### config.mk
export PLATFORM = sky130hd
export DESIGN_NAME = sat_counter
export DESIGN_NICKNAME = d
export VERILOG_FILES = /design/src/rtl/count_seq_checker_pkg.sv /design/src/rtl/count_seq_checker_sat_counter.sv
export SDC_FILE = /design/constraint.sdc
export NUM_CORES = 1
export LEC_CHECK = 0
export CORE_AREA = 5 5 42 44
export DETAILED_ROUTE_END_ITERATION = 16
export DIE_AREA = 0 0 47 49
export PLACE_DENSITY = 0.7
export SYNTH_ARGS = -nofsm -noshare
export SYNTH_HDL_FRONTEND = slang
export SYNTH_SLANG_ARGS = --single-unit
### constraint.sdc
create_clock -name clk -period 1.3 [get_ports clk]
set_clock_uncertainty 0.1 [all_clocks]
set_input_delay 0.26 -clock clk [delete_from_list [all_inputs] [get_ports clk]]
set_output_delay 0.26 -clock clk [all_outputs]
set_load 0.02 [all_outputs]
### src/rtl/count_seq_checker_pkg.sv
// Shared types and default widths for the count-sequence checker and its
// saturating error counter.
package count_seq_checker_pkg;

    typedef enum logic [1:0] {
        SEARCH  = 2'd0,
        LOCKING = 2'd1,
        LOCKED  = 2'd2
    } state_t;

    localparam int DEF_WIDTH = 8;
    localparam int DEF_ERR_W = 8;

endpackage

### src/rtl/count_seq_checker_sat_counter.sv
// Saturating up-counter; a clear in the same cycle as an increment wins.
module sat_counter
    import count_seq_checker_pkg::*;
#(
    parameter int W = DEF_ERR_W
) (
    input  logic         clk,
    input  logic         rst,
    input  logic         inc,
    input  logic         clr,
    output logic [W-1:0] count
);
    logic [W-1:0] count_reg;

    always_ff @(posedge clk) begin
        if (rst || clr) begin
            count_reg <= '0;
        end else if (inc && (count_reg != {W{1'b1}})) begin
            count_reg <= count_reg + W'(1);
        end
    end

    assign count = count_reg;
endmodule

# After elaboration in Yosys (flattened, before gate mapping)
# Cells that the tools add are included.
[word_totals]
ff_bits = 8
input_bits = 4
output_inout_bits = 8
elab_cells = 5
[classes]
add_sub_neg = 1
eq_ne = 1
n_reduce_logical = 2
[ops]
columns = ["op", "count"]
rows = [
  ["$add A8 B1 Y8 const B", 1],
  ["$ne A8 B8 Y1 const B", 1],
  ["$logic_and A1 B1 Y1", 1],
  ["$logic_or A1 B1 Y1", 1],
]

# Longest topological paths before layout
[logic_depth]
ltp_word = 2
depth_mapped = 4
mapped_depth_nobuf = 4

# Worst setup path after synthesis
# Ideal clock, no wire load.
[synth_path]
kind = "reg2reg"
from = "register count_reg[0], in the netlist count[0]"
to = "register count_reg[6], in the netlist count[6]"
setup_time_ns = 0.115
t_arrival_ns = 1.386
t_required_ns = 1.085
slack_ns = -0.302
stages_incl_launch_ff = 5
n_path_buf = 0
period_less_slack_ns = 1.602
cell_sequence = "dfxtp_1 > ha_1 > nand3_1 > or4_1 > and3_1"
[synth_between]
elab_chain_len = 2
elab_cells_between_ends = 3
classes_between = "1 x add/sub; 1 x eq/ne; 1 x reduce/logical"
[synth_lines]
columns = ["item", "line_no", "text"]
rows = [
  ["start: declaration", "count_seq_checker_sat_counter.sv:13", "logic [W-1:0] count_reg;"],
  ["start signal: assignment", "count_seq_checker_sat_counter.sv:19", "count_reg <= count_reg + W'(1);"],
  ["parallel branches: the longest is 2 deep, another holds $add A8 B1 Y8", "n/a", ""],
]
# Several ways; the timed one is not identified.
# A chain may end at the register's enable or synchronous reset.

# Worst setup path in the final report
[layout_path]
from = "register count_reg[1], in the netlist count[1]"
to = "register count_reg[6], in the netlist count[6]"
# Same word-level chain as after synthesis.

==> flow_summary.yaml <==
global_route:
  grt.overflow.total: 0
  antenna_found_initial: 0
  grtUsageTotal_pct: 12.70
  grt_pass1_vias: 486
  grt_pass1_wl_um: 2070
  grt_max_degree: 7
finish:
  multi_input_comb_area_um2: 305.3
  nFillCells: 141
  antenna_cells: 0
  fin_nets: 82
  seq_area_um2: 172.7
  syn2layout_area_growth_pct: 76.26
  largest_reg_flops: 8
  drive_gt1_share_pct: 55.26
min_path:
  hold-path-endpoint: "count[3]"
  min_from: "count[3]"
  min_path_cells: 2
  hp-class: "flop to flop"
power:
  p_clk_share_pct: 43.0
  intPower_uw: 390.3
  power_switching_uw: 125.7
  total_leakage_power_uw: 0.0003000
  powerDensity_nw_per_um2: 694.2
  combinationalPowerShare_pct: 9.0
  sw_frac_of_total_pct: 24.36
  seqPwrFrac_pct: 48.0
  vdd_drop_max_mv: 0.7133
floorplan:
  row_count: 14
  pin_count: 12
  chipWidth_um: 47
  die_h_um: 49
  fp.dieArea_um2: 2303
  core-area_um2: 1401
  initial_core_util_pct: 30.09
sta:
  worst_slew_pin_slew_ps: 206.5
  timing.fmax_ghz: 0.7517
  holdWs_ps: 407.1
  fin_crit_sh_pct: 102.3
  finalHoldViolations: 0
  setup_violations: 1
  post-route-min-period_ps: 1330
  setup_ws_ps: -30.29
  drv_slew: 0
  maxSlewHeadroom_pct: 86.10
  rsz0062_at_grt: "true"
synth:
  synthesis.instances: 48
  async_flop_share_pct: 0
  yosysMostFrequentCell: "dfxtp_1"
  ys_seq_elements: 8
  syn-cell-area_um2: 421.7
  synth_area_leaders: "dfxtp_1 (38%), mux2i_1 (9.5%), nand2_1 (6.2%), a21oi_1 (5.9%), and3b_1 (4.2%)"
  synth_top_area_cell: "dfxtp_1"
  synth_edf_count: 0
  avgSynthCellArea_um2: 8.784
  synth_top_area_share_pct: 37.98
  ys_seq_area_share_pct: 37.98
  yosysWarnings: 0
  syn-num-nets: 53
  synth_common_cells: "dfxtp_1 (8), nand2_1 (7), a21oi_1 (5), mux2i_1 (4)"
  yosys.cell_types.count: 23
  synth_ff_type: "dfxtp_1"
worst_setup_path:
  rrSetupSlack_ps: -30
  end_kind: "flop"
  reg2reg_to: "count[6]"
  cp_max_fo: 4
  ff2ff_path_depth: 4
  startpoint_type: "flop"
  cp.required_ps: 1360
  crit-reg2reg-launch: "count[1]"
  arrival_ps: 1390
  worstSetupPathType: "flop to flop"
clock_tree:
  clockRootBuffer: "clkbuf_4"
  clockBufferDepth: 2
  cts.sinks: 8
  cts_tree: "done"
  path_clk_slew_ps: 60
  cts_buffers: 3
  cts_max_level: 1
  cts_setup_buffers: 0
  clk_latency_ps: 270
placed_design:
  dp.final_hpwl_um: 877.3
  preCtsSetupSlack_ps: -326.1
  place_congestion: 0.7746
  port-buffer-count: 11
route:
  drt-total-wl_um: 1215
  wl_per_cell_um: 13.21
  drtPass1Iterations: 4
  viasPerCell: 5.076
  ant_nets: 0
  vias: 467
  drt_iter0_drc: 10
  drc_errors: 0
flow_run:
  drv_cap: 0
run_status:
  status: "complete, but fails checks"
  violations: "negative setup slack"
-- layer usage --
metal	wire (µm)	global-route usage (%)
met5	0	0
met4	38	8.295
met3	65	3.321
met2	600	20.81
met1	510	13.50
-- power groups by stage --
| stage | Clock (µW) | Sequential [µW] | Combinational [µW] |
|---|---|---|---|
| detailed placement | 0 | 253 | 46.6 |
| global route | 241 | 248 | 51.0 |
| CTS | 228 | 248 | 45.4 |
| global placement | 0 | 253 | 45.8 |
| floorplan | 0 | 256 | 13.0 |
| finish | 222 | 247 | 46.5 |
-- cell families (layout without fill, tap and decap cells) --
| group | after synthesis | in the layout | share of synthesized area [%] |
|---|---|---|---|
| AOI/OAI and AO/OA | 9 | 9 | 13.65 |
| adders and majority gates | 1 | 1 | 2.967 |
| buffers and inverters | 2 | 30 | 2.075 |
| DFF | 8 | 8 | 37.98 |
| muxes | 4 | 4 | 9.496 |
| and+or+nand+nor | 24 | 24 | 33.83 |
-- critical path: stages (launching register included) --
cell	delay [ps]
dfxtp_4	370
ha_4	150
nand3_2	70
or4_1	390
and3_1	150
-- final cells by class --
class,count,area share (%)
Clock buffer,4,3.535
Inverter,1,0.5051
Multi-Input combinational cell,38,41.08
Sequential cell,8,23.23
Tap cell,16,2.694
Timing Repair Buffer,25,28.96
-- how the worst max path moves through the flow --
| stage | start | end | slack (ps) | depth (start not counted) |
|---|---|---|---|---|
| 3_3_place_gp | inc | count[6] | -310 | 4 |
| 2_1_floorplan | count[1] | count[6] | -70 | 4 |
| 5_1_grt | count[1] | count[6] | -90 | 4 |
| 4_1_cts | count[0] | count[6] | -40 | 4 |
| 6_report | count[1] | count[6] | -30 | 4 |
| 3_5_place_dp | inc | count[7] | -330 | 5 |
-- through the flow --
| stage | area (µm²) | instances | util (%) | TNS [ps] | power, µW |
|---|---|---|---|---|---|
| after global routing | 743.2 | 92 | 53.04 | -266.7 | 539.8 |
| after detailed placement | 681.9 | 88 | 48.66 | -2132 | 299.6 |
| final | 743.2 | 92 | 53.04 | -30.29 | 515.9 |
| after floorplan | 451.7 | 48 | - | -68.77 | 268.6 |
| after CTS | 735.7 | 92 | 52.50 | -38.49 | 521.0 |
| after global placement | 681.9 | 88 | 48.66 | -2005 | 298.9 |
-- cell usage in the layout (no fill, tap or decap), types with 2 or more instances in the layout --
cell type	instances
mux2i_1	4
clkbuf_4	3
and3b_1	2
clkdlybuf4s15_2	6
and4_4	2
or3_1	2
a21oi_1	3
nand4_1	2
a21boi_4	2
buf_4	13
nand2_1	7
a21oi_2	2
clkdlybuf4s50_1	2
dfxtp_1	2
dfxtp_2	4
dfxtp_4	2
-- repair_timing --
action	in CTS	in global routing
hold endpoints to repair	0	0
gates cloned	0	0
hold buffers	0	0
endpoints found under the setup margin	13	10
pin swaps	4	5
resized for setup	30	5
Power figures use the tool's default switching activity.
